**src/rtl/mul_div_unit.sv**
```systemverilog
// Iterative multiply/divide unit with private HI/LO registers for the MIPS150 EX stage.
// Optional macro MUL_DIV_FAST_MUL_EN: MULT/MULTU take a single-cycle combinational path.
module mul_div_unit #(
  parameter int WIDTH = 32,
  parameter int CNT_W = $clog2(WIDTH + 1)
) (
  input  logic             clk,
  input  logic             rst,
  input  logic             start,
  input  logic [2:0]       op,
  input  logic [WIDTH-1:0] a,
  input  logic [WIDTH-1:0] b,
  output logic             busy,
  output logic             done,
  output logic [WIDTH-1:0] hi,
  output logic [WIDTH-1:0] lo
);

  localparam logic [1:0] S_IDLE = 2'd0;
  localparam logic [1:0] S_RUN  = 2'd1;
  localparam logic [1:0] S_FIN  = 2'd2;

  logic [1:0]         r_state;
  logic [CNT_W-1:0]   r_cnt;
  logic               r_done;
  logic [WIDTH-1:0]   r_hi;
  logic [WIDTH-1:0]   r_lo;
  logic [WIDTH-1:0]   r_opA;
  logic [WIDTH-1:0]   r_opB;
  logic [2*WIDTH-1:0] r_acc;
  logic [WIDTH:0]     r_rem;
  logic               r_isDiv;
  logic               r_negQ;
  logic               r_negR;

  logic               w_signed;
  logic [WIDTH-1:0]   w_absA;
  logic [WIDTH-1:0]   w_absB;
  logic [WIDTH:0]     w_sum;
  logic [2*WIDTH-1:0] w_mulNext;
  logic [WIDTH+1:0]   w_trial;
  logic [WIDTH+1:0]   w_diff;
  logic               w_qBit;
  logic [2*WIDTH-1:0] w_prod;
  logic [2*WIDTH-1:0] w_mulRes;
  logic [WIDTH-1:0]   w_quo;
  logic [WIDTH-1:0]   w_remv;
  logic [WIDTH-1:0]   w_resHi;
  logic [WIDTH-1:0]   w_resLo;

  // Even opcodes (MULT, DIV) are the signed ones; the core works on magnitudes.
  assign w_signed = ~op[0];
  assign w_absA   = (w_signed && a[WIDTH-1]) ? -a : a;
  assign w_absB   = (w_signed && b[WIDTH-1]) ? -b : b;

  assign w_sum     = {1'b0, r_acc[2*WIDTH-1:WIDTH]} + (r_acc[0] ? {1'b0, r_opA} : '0);
  assign w_mulNext = {w_sum, r_acc[WIDTH-1:1]};

  // Restoring divide: dividend bits shift out of the low half of r_acc as quotient bits shift in.
  assign w_trial = {r_rem, r_acc[WIDTH-1]};
  assign w_diff  = w_trial - {2'b00, r_opB};
  assign w_qBit  = ~w_diff[WIDTH+1];

`ifdef MUL_DIV_FAST_MUL_EN
  assign w_prod = (2*WIDTH)'(r_opA) * (2*WIDTH)'(r_opB);
`else
  assign w_prod = r_acc;
`endif

  assign w_mulRes = r_negQ ? -w_prod : w_prod;
  assign w_quo    = r_acc[WIDTH-1:0];
  assign w_remv   = r_rem[WIDTH-1:0];
  assign w_resLo  = r_isDiv ? (r_negQ ? -w_quo : w_quo) : w_mulRes[WIDTH-1:0];
  assign w_resHi  = r_isDiv ? (r_negR ? -w_remv : w_remv) : w_mulRes[2*WIDTH-1:WIDTH];

  always_ff @(posedge clk) begin
    if (rst) begin
      r_state <= S_IDLE;
      r_cnt   <= '0;
      r_done  <= 1'b0;
      r_hi    <= '0;
      r_lo    <= '0;
    end else begin
      r_done <= 1'b0;
      case (r_state)
        S_IDLE: begin
          if (start) begin
            case (op)
              3'd0, 3'd1, 3'd2, 3'd3: begin
                r_opA   <= w_absA;
                r_opB   <= w_absB;
                r_isDiv <= op[1];
                r_negQ  <= w_signed & (a[WIDTH-1] ^ b[WIDTH-1]);
                r_negR  <= w_signed & a[WIDTH-1];
                r_acc   <= {{WIDTH{1'b0}}, (op[1] ? w_absA : w_absB)};
                r_rem   <= '0;
                r_cnt   <= CNT_W'(WIDTH);
`ifdef MUL_DIV_FAST_MUL_EN
                r_state <= op[1] ? S_RUN : S_FIN;
`else
                r_state <= S_RUN;
`endif
              end
              3'd4: begin
                r_hi   <= a;
                r_done <= 1'b1;
              end
              3'd5: begin
                r_lo   <= a;
                r_done <= 1'b1;
              end
              default: ;
            endcase
          end
        end
        S_RUN: begin
          r_cnt <= r_cnt - CNT_W'(1);
          if (r_isDiv) begin
            r_acc[WIDTH-1:0] <= {r_acc[WIDTH-2:0], w_qBit};
            r_rem            <= w_qBit ? w_diff[WIDTH:0] : w_trial[WIDTH:0];
          end else begin
            r_acc <= w_mulNext;
          end
          if (r_cnt == CNT_W'(1)) r_state <= S_FIN;
        end
        S_FIN: begin
          r_hi    <= w_resHi;
          r_lo    <= w_resLo;
          r_done  <= 1'b1;
          r_state <= S_IDLE;
        end
        default: r_state <= S_IDLE;
      endcase
    end
  end

  assign busy = (r_state != S_IDLE);
  assign done = r_done;
  assign hi   = r_hi;
  assign lo   = r_lo;

endmodule

```
**config.mk**
```make
export PLATFORM = sky130hd
export DESIGN_NAME = mul_div_unit
export DESIGN_NICKNAME = d
export VERILOG_FILES = /design/src/rtl/mul_div_unit.sv
export SDC_FILE = /design/constraint.sdc
export NUM_CORES = 1
export LEC_CHECK = 0
export ABC_AREA = 0
export BUFFER_PORTS_ARGS = -buffer_cell sky130_fd_sc_hd__buf_2
export CAP_MARGIN = 20
export CORE_ASPECT_RATIO = 1.25
export CORE_MARGIN = 3
export CORE_UTILIZATION = 50
export CTS_CLUSTER_DIAMETER = 40
export DETAILED_ROUTE_END_ITERATION = 16
export GPL_TIMING_DRIVEN = 0
export PLACE_DENSITY = 0.69
export SLEW_MARGIN = 5
export SYNTH_ARGS = -nofsm -noshare
export SYNTH_HDL_FRONTEND = slang
export SYNTH_SLANG_ARGS = --single-unit
```
**constraint.sdc**
```tcl
create_clock -name clk -period 6.5 [get_ports clk]
set_clock_uncertainty 0.15 [all_clocks]
set_input_delay 0.65 -clock clk [delete_from_list [all_inputs] [get_ports clk]]
set_output_delay 0.65 -clock clk [all_outputs]
set_load 0.03 [all_outputs]
```
==> qor.yml, run 1 <==
viasPerCell: 6.349
dp_cells: 2313
area_growth_pct: 15.74
p_per_area_nw_per_um2: 247.5
grt_pass1_wl_microns: 90590
antenna_found_initial: 0
synth_top_family_by_area: "compound AO/OA/AOI/OAI gates"
finalMaxSlewViolations: 0
synth_top_area_share_pct: 29.72
tightest_slew_ns: 1.141
fin_crit_sh_pct: 69.63
synthXorXnorAreaFrac_pct: 10.73
dieHeight_microns: 209.5
synth_edf_count: 164
setup_viol: 0
wl_per_cell_microns: 25.57
worst_setup_path_end_kind: "register"
critPathKind: "reg2reg"
synth_adder_area_share_pct: 5.528
syn-cell-area_sq_um: 16570
cts_tree: "done"
synth-seq-cells: 237
yosysTopAreaCell: "edfxtp_1"
clk_latency_ns: 0.54
clock_sinks: 237
start_kind: "register"
dpl.hpwl_microns: 48080
slew_headroom_pct: 23.93
io-pin-count: 136
drive_gt1_share_pct: 13.04
cts_setup_buffers: 0
synth.area.top_cells: "edfxtp_1, dfxtp_1, xnor2_1, mux2i_1, ha_1"
grt_max_degree: 34
worst_ep_required_time_ns: 6.72
grt_pass1_vias: 14717
max_freq_mhz: 220.9
chipWidth_microns: 168.8
async_flop_share_pct: 0
p_leak_nw: 7.497
cts_resized: 0
drt_iter0_drc: 1794
clk_path_buf_depth: 3
synthDistinctLibCells: 68
outcome: "complete, no violations"
ir_drop_mv: 0.1973
synthCells: 1765
syn-num-nets: 1907
port_buffers: 131
fin_crit_ns: 4.526
vias: 15130
yosys.area_share.simple_pct: 15.30
yosys-top-cells-count: "nor2_1, edfxtp_1, xnor2_1"
final_hold_viol_count: 0
start_util_pct: 51.39
drt-total-wl_microns: 60930
avgSynthCellArea_sq_um: 9.387
synth_most_common_cell: "nor2_1"
place.gp.congestion: 0.9808
die_area_sq_um: 35370
final.setup.worst_slack_ns: 1.974
cp.arrival_ns: 4.74
ctsRootBufferMaster: "clkbuf_16"
ant_nets: 0
pre_cts_slack_ns: 1.983
finalNetCount: 2083
rows: 73
gr-total-overflow: 0
synth_ff_type: "edfxtp_1"
dr.pass1.iters: 7
hold_path.class: "in2reg"
seq_area_frac_synth_pct: 38.54
ys_warn_count: 0
track_usage_pct: 33.67
rsz0062_at_grt: "false"
core_region_area_sq_um: 32240
max-cap-violations: 0
clk_pin_slew_worst_paths_ns: 0.05
synth_compound_area_share_pct: 19.17
drcViolationCount: 0
antenna_cells: 0
ctsHoldBuffers: 0
critPathMaxFanout: 10
synthMuxAreaShare_pct: 7.265
cts_buffers: 38
cts_max_level: 2
final_cells: 2383
## flip-flops by register name, indices dropped and copies added, names as in the netlist
| signal | count |
|---|---|
| r_state | 2 |
| r_isDiv | 1 |
| done | 1 |
| lo | 32 |
| r_negR | 1 |
| hi | 32 |
| r_opB | 32 |
| r_acc | 64 |
| r_cnt | 6 |
| r_opA | 32 |
| r_rem | 33 |
| r_negQ | 1 |
## worst max-delay path, stage by stage (launching register included)
cell      delay (ns)
edfxtp_1        0.51
ha_1            0.40
and2_1          0.20
a221oi_1        0.35
a21oi_1         0.18
nor3_1          0.44
o221ai_1        0.31
a31oi_1         0.28
xnor2_1         0.21
buf_2           0.37
clkbuf_1        0.56
o31ai_1         0.21
a21oi_1         0.20
## cells by family after synthesis
| logic type | Yosys count |
|---|---|
| adder cells (fa/ha/maj) | 72 |
| multiplexers | 117 |
| AND/OR/NAND/NOR | 505 |
| AO/OA/AOI/OAI | 479 |
| XOR/XNOR | 203 |
| buffers and inverters | 152 |
| flip-flops | 237 |
## power breakdown
part | total [mW] | internal (mW) | switching (mW)
sequential | 1.80 | 1.71 | 0.0904
clock | 2.08 | 1.29 | 0.791
combinational | 0.860 | 0.318 | 0.542
total | 4.75 | 3.32 | 1.42
## per-stage QoR
stage	utilization, %	power [mW]	hold slack (ns)	setup TNS [ns]	instance area (sq um)
finish	59.47	4.745	0.1928	0	19180
global placement	55.02	2.651	0.3517	-2.783	17740
CTS	59.47	4.744	0.1759	0	19180
floorplan	-	2.362	0.3274	0	16570
global route	59.47	4.896	0.1737	0	19180
detailed placement	55.45	2.668	0.3645	0	17880
## cell usage in the layout (no fill, tap or decap), types with 10 or more instances in the layout
cell       instances
a31oi_1           14
xnor2_1          114
buf_1             14
nand2_1          103
or4_1             15
dfxtp_1           73
clkbuf_1          78
nor4_1            18
nor2_1           164
ha_1              70
o41ai_1           15
o21ai_0          111
mux2i_1           91
a21o_1            39
edfxtp_1         164
a21oi_1           98
o22ai_1           31
clkbuf_16         39
mux2_2            26
and2_1            41
nand2b_1          25
nor3b_1           10
nor3_1            39
inv_1             62
buf_2            134
o31ai_1           31
a211oi_1          45
nor2b_1           14
nand3_1           15
a222oi_1          19
or3_1             16
xor2_1            89
## layout make-up
cell class	instances	area, sq um
multi-input combinational	1376	9637
buffer	90	341.6
timing repair buffer	136	765.7
inverter	62	232.7
clock buffer	45	1008
clock inverter	25	289.0
fill	2865	13070
tap	412	515.5
sequential	237	6386
## path summary, 6_finish.rpt
check | start | to | slack (ns) | depth (start not counted)
worst max-delay path | r_rem[3] | r_rem[29] | 1.97 | 12
worst min-delay path | op[1] | r_isDiv | 0.19 | 1
worst max register to register | r_rem[3] | r_rem[29] | 1.97 | 12
worst min register to register | r_cnt[1] | r_cnt[1] | 0.38 | 2
## routing by layer
metal	part of all wire, %	vias to the layer above	global-route usage, %
met1	40	7181	45.55
met3	9.1	170	5.087
met4	5.0	0	14.45
li1	-	6913	-
met2	46	866	53.84
met5	0	-	0
Note: power is estimated with default switching activity, not from simulation.
==> inputs of run 2 (changes only) <==
==> constraint.sdc (replaced) <==
create_clock -name clk -period 4.6 [get_ports clk]
set_clock_uncertainty 0.15 [all_clocks]
set_input_delay 0.46 -clock clk [delete_from_list [all_inputs] [get_ports clk]]
set_output_delay 0.46 -clock clk [all_outputs]
set_load 0.03 [all_outputs]
==> qor.yml, run 2 (synthesis results as in run 1) <==
outcome: "complete, no violations"
start_kind: "register"
wl_per_cell_microns: 25.61
dr.pass1.iters: 6
fin_crit_sh_pct: 93.02
pre_cts_slack_ns: 0.08264
max_freq_mhz: 233.7
vias: 15097
critPathMaxFanout: 10
place.gp.congestion: 0.9808
drt-total-wl_microns: 61040
start_util_pct: 51.39
io-pin-count: 136
gr-total-overflow: 0
drcViolationCount: 0
reg_top3: "r_acc (64), r_rem (33)"
grt_pass1_vias: 14717
largest-register: "r_acc"
final.setup.worst_slack_ns: 0.3211
cpMostUsedCell: "a21oi_1"
worst_setup_path_end_kind: "register"
worstPathCellList: "ha_1 > and2_1 > a221oi_1 > a21oi_1 > nor3_1 > o221ai_1 > a31oi_1 > xnor2_1 > buf_2 > clkbuf_2 > o31ai_1 > a21oi_1"
clk_pin_slew_worst_paths_ns: 0.05
critPathKind: "reg2reg"
slowest_delay_ns: 0.51
ctsRootBufferMaster: "clkbuf_16"
grt_max_degree: 34
clk_latency_ns: 0.54
rows: 73
cts_setup_buffers: 0
slew_headroom_pct: 26.29
chipWidth_microns: 168.8
area_growth_pct: 15.81
worst_ep_required_time_ns: 4.81
cp.arrival_ns: 4.49
cts_max_level: 2
viasPerCell: 6.335
antenna_found_initial: 0
fin_crit_ns: 4.279
ir_drop_mv: 0.2782
track_usage_pct: 33.67
cts_buffers: 38
die_area_sq_um: 35370
final_cell_mix: "nor2_1, edfxtp_1, buf_2, xnor2_1, o21ai_0"
p_leak_nw: 7.505
hold_path.class: "in2reg"
finalSetupTns_ns: 0
core_region_area_sq_um: 32240
clk_path_buf_depth: 3
drive_gt1_share_pct: 13.14
final_hold_viol_count: 0
largest_reg_flops: 64
dieHeight_microns: 209.5
grt_pass1_wl_microns: 90590
finalMaxSlewViolations: 0
crit_slowest_cell: "edfxtp_1"
port_buffers: 131
finalNetCount: 2083
ant_nets: 0
dpl.hpwl_microns: 48080
antenna_cells: 0
rsz0062_at_grt: "false"
drt_iter0_drc: 1698
clock_sinks: 237
p_per_area_nw_per_um2: 349.6
tightest_slew_ns: 1.106
max-cap-violations: 0
cts_tree: "done"
setup_viol: 0
## run 2: routing by layer
metal | up-vias | global-route usage (%) | share of wire (%)
li1 | 6910 | - | -
met1 | 7168 | 45.55 | 41
met2 | 850 | 53.84 | 46
met3 | 169 | 5.087 | 8.9
met4 | 0 | 14.45 | 4.9
met5 | - | 0 | 0
## run 2: final timing paths
check | startpoint | to | slack, ns | cells past startpoint
max | r_rem[3] | r_rem[29] | 0.32 | 12
min | b[23] | r_opB[23] | 0.13 | 2
max reg2reg | r_rem[3] | r_rem[29] | 0.32 | 12
min reg2reg | r_cnt[1] | r_cnt[1] | 0.38 | 2
## run 2: critical path, delay by kind of cell (launching register included)
kind / cells / cell delay (ns)
compound gates: 6 / 1.46
buf+inv: 2 / 0.76
simple gates: 2 / 0.62
flops: 1 / 0.51
fa+ha+maj: 1 / 0.40
xor+xnor: 1 / 0.21
## run 2: where the power goes
part | leakage (nW) | total (mW) | internal, mW | switching, mW
Sequential | 2.12 | 2.55 | 2.42 | 0.130
Clock | 0.626 | 2.94 | 1.82 | 1.12
Combinational | 4.76 | 1.22 | 0.450 | 0.767
Total | 7.51 | 6.71 | 4.69 | 2.01
## run 2: what timing repair did
item                                   CTS  global route
endpoints found under the hold margin    1             0
hold buffers                             1             0
setup endpoints to repair                0            11
resized for setup                        0             3
## run 2: through the flow
stage          instance area, sq um  hold WS [ns]  instances  total power, mW  utilization [%]
5_1_grt                       19190        0.1214       2383            6.919            59.51
3_5_place_dp                  17880        0.3645       2313            3.770            55.45
4_1_cts                       19190        0.1023       2384            6.704            59.51
6_report                      19190        0.1322       2383            6.708            59.51
2_1_floorplan                 16570        0.3274       1765            3.338                -
3_3_place_gp                  17740        0.3517       2308            3.746            55.02
## run 2: layout make-up
type                    instances  area [sq um]
fillers                      2868         13050
multi-input cells            1376          9642
flip-flops and latches        237          6386
clock buffers                  45          1008
repair buffers                137         775.7
well taps                     412         515.5
plain buffers                  89         339.1
clock inverters                25         289.0
inverters                      62         232.7
==> inputs of run 3 (changes only) <==
--- a/config.mk
+++ b/config.mk
@@ -14,6 +14,7 @@
 export CTS_CLUSTER_DIAMETER = 40
 export DETAILED_ROUTE_END_ITERATION = 16
 export GPL_TIMING_DRIVEN = 0
+export MAX_ROUTING_LAYER = met4
 export PLACE_DENSITY = 0.69
 export SLEW_MARGIN = 5
 export SYNTH_ARGS = -nofsm -noshare
==> qor.yml, run 3 (synthesis results as in run 1) <==
p_leak_nw: 7.451
cts_max_level: 2
largest_reg_flops: 64
gr-total-overflow: 0
rsz0062_at_grt: "false"
grt_max_degree: 34
io-pin-count: 136
drt-total-wl_microns: 61100
start_kind: "register"
antenna_found_initial: 1
clk_path_buf_depth: 3
worstPathCellList: "or4_1 > nor4_1 > nor3b_1 > nand4_1 > o31ai_1 > xor2_1 > o21ai_0 > nand2_1 > a21oi_1"
cts_buffers: 34
max_freq_mhz: 231.7
critPathMaxFanout: 6
worst_ep_required_time_ns: 4.88
drcViolationCount: 0
die_area_sq_um: 35370
port_buffers: 131
critPathTopFamily: "simple AND/OR/NAND/NOR gates"
finalNetCount: 2077
track_usage_pct: 34.73
timing.critical_path.buf_inv: 0
core_region_area_sq_um: 32240
grt_pass1_wl_microns: 90270
cts_tree: "done"
min_from: "op[1]"
final_cell_mix: "nor2_1, edfxtp_1, buf_2, xnor2_1, o21ai_0"
reg2reg_to: "hi[25]"
hold_path.class: "in2reg"
finalSetupTns_ns: 0
design_area_sq_um: 19050
ctsHoldBuffers: 0
fill_cells: 2881
dieHeight_microns: 209.5
vias: 14813
tightest_slew_ns: 1.217
critPathKind: "reg2reg"
fin_crit_ns: 4.315
clock_sinks: 237
ant_nets: 0
start_util_pct: 51.39
largest-register: "r_acc"
finalMaxSlewViolations: 0
grt_pass1_vias: 14751
area_growth_pct: 14.95
hold_depth: 1
drt_iter0_drc: 1364
place.gp.congestion: 0.9976
post_dp_cell_area_sq_um: 17860
reg_top3: "r_acc (64), r_rem (33)"
chipWidth_microns: 168.8
cts_setup_buffers: 0
ir_drop_mv: 0.2946
worstRegToRegCells: 9
crit_slowest_cell: "nor3b_1"
ctsRootBufferMaster: "clkbuf_16"
slew_headroom_pct: 18.72
r2r_start: "r_acc[8]"
final_hold_viol_count: 0
slowest_delay_ns: 1.03
drive_gt1_share_pct: 12.95
cp.arrival_ns: 4.60
max-cap-violations: 0
fin_crit_sh_pct: 93.81
p_per_area_nw_per_um2: 339.8
rows: 73
wl_per_cell_microns: 25.74
setup_viol: 0
dp_cells: 2313
dr.pass1.iters: 6
clk_pin_slew_worst_paths_ns: 0.06
clk_latency_ns: 0.52
viasPerCell: 6.240
dpl.hpwl_microns: 48510
r2r_slack_ns: 0.28
outcome: "complete, no violations"
hold_path_end: "r_isDiv"
final_cells: 2374
worst_setup_path_end_kind: "register"
## run 3: cell types whose count changed in the layout (fill, tap and decap cells not counted), moves of 2 or more
cell	change
clkinv_4	-2
bufinv_16	-2
buf_16	-2
inv_8	+3
clkinvlp_4	-3
## run 3: power by group
part	leakage (nW)	internal, mW	switching (mW)
clock	0.582	1.65	1.07
sequential	2.12	2.42	0.117
combinational	4.75	0.448	0.765
## run 3: layer usage
metal / share of wire [%] / vias up / track usage (%) / wire [microns]
met5: 0 / - / - / 0
met1: 42 / 7186 / 44.49 / 25510
met4: 4.0 / 0 / 12.93 / 2451
met3: 6.6 / 119 / 4.748 / 4015
li1: - / 6896 / - / -
met2: 48 / 612 / 56.30 / 29120
## run 3: layout make-up
cell class,instances,area [sq um],share of cell area (%)
clock inverter,20,211.5,1.110
clock buffer,42,965.9,5.072
antenna,1,2.502,0.01314
inverter,62,232.7,1.222
multi-input combinational,1376,9648,50.66
timing repair buffer,136,745.7,3.915
sequential,237,6386,33.53
tap,412,515.5,2.707
buffer,88,337.8,1.774
## run 3: through the flow
stage / setup WS (ns) / hold WS (ns) / utilization, % / power (mW)
final: 0.2846 / 0.04967 / 59.07 / 6.472
after global routing: 0.04533 / 0.03980 / 59.07 / 6.681
after CTS: 0.05021 / 0.02965 / 59.04 / 6.471
after detailed placement: 0.006962 / 0.3650 / 55.39 / 3.756
after global placement: -1.874 / 0.3488 / 55.02 / 3.742
after floorplan: 0.1020 / 0.3274 / - / 3.338
## run 3: worst max-delay path by stage
stage | end | cells past startpoint | startpoint | slack [ns]
after floorplan | r_isDiv | 4 | r_state[0] | 0.10
after global placement | r_opB[6] | 4 | rst | -1.87
after detailed placement | r_acc[0] | 12 | r_rem[3] | 0.007
after CTS | r_acc[60] | 13 | r_acc[0] | 0.05
after global routing | hi[25] | 9 | r_acc[8] | 0.05
final | hi[25] | 9 | r_acc[8] | 0.28
## run 3: worst register-to-register path, cell delays in order, from the launching register on
cell and delay (ns):
edfxtp_1 0.47, or4_1 0.64, nor4_1 0.44, nor3b_1 1.03, nand4_1 0.46, o31ai_1 0.37
xor2_1 0.11, o21ai_0 0.24, nand2_1 0.11, a21oi_1 0.20
## run 3: what timing repair did
action / 4_1_cts / 5_1_grt
gates cloned: 0 / 0
gates resized for setup: 1 / 3
setup endpoints to repair: 3 / 13
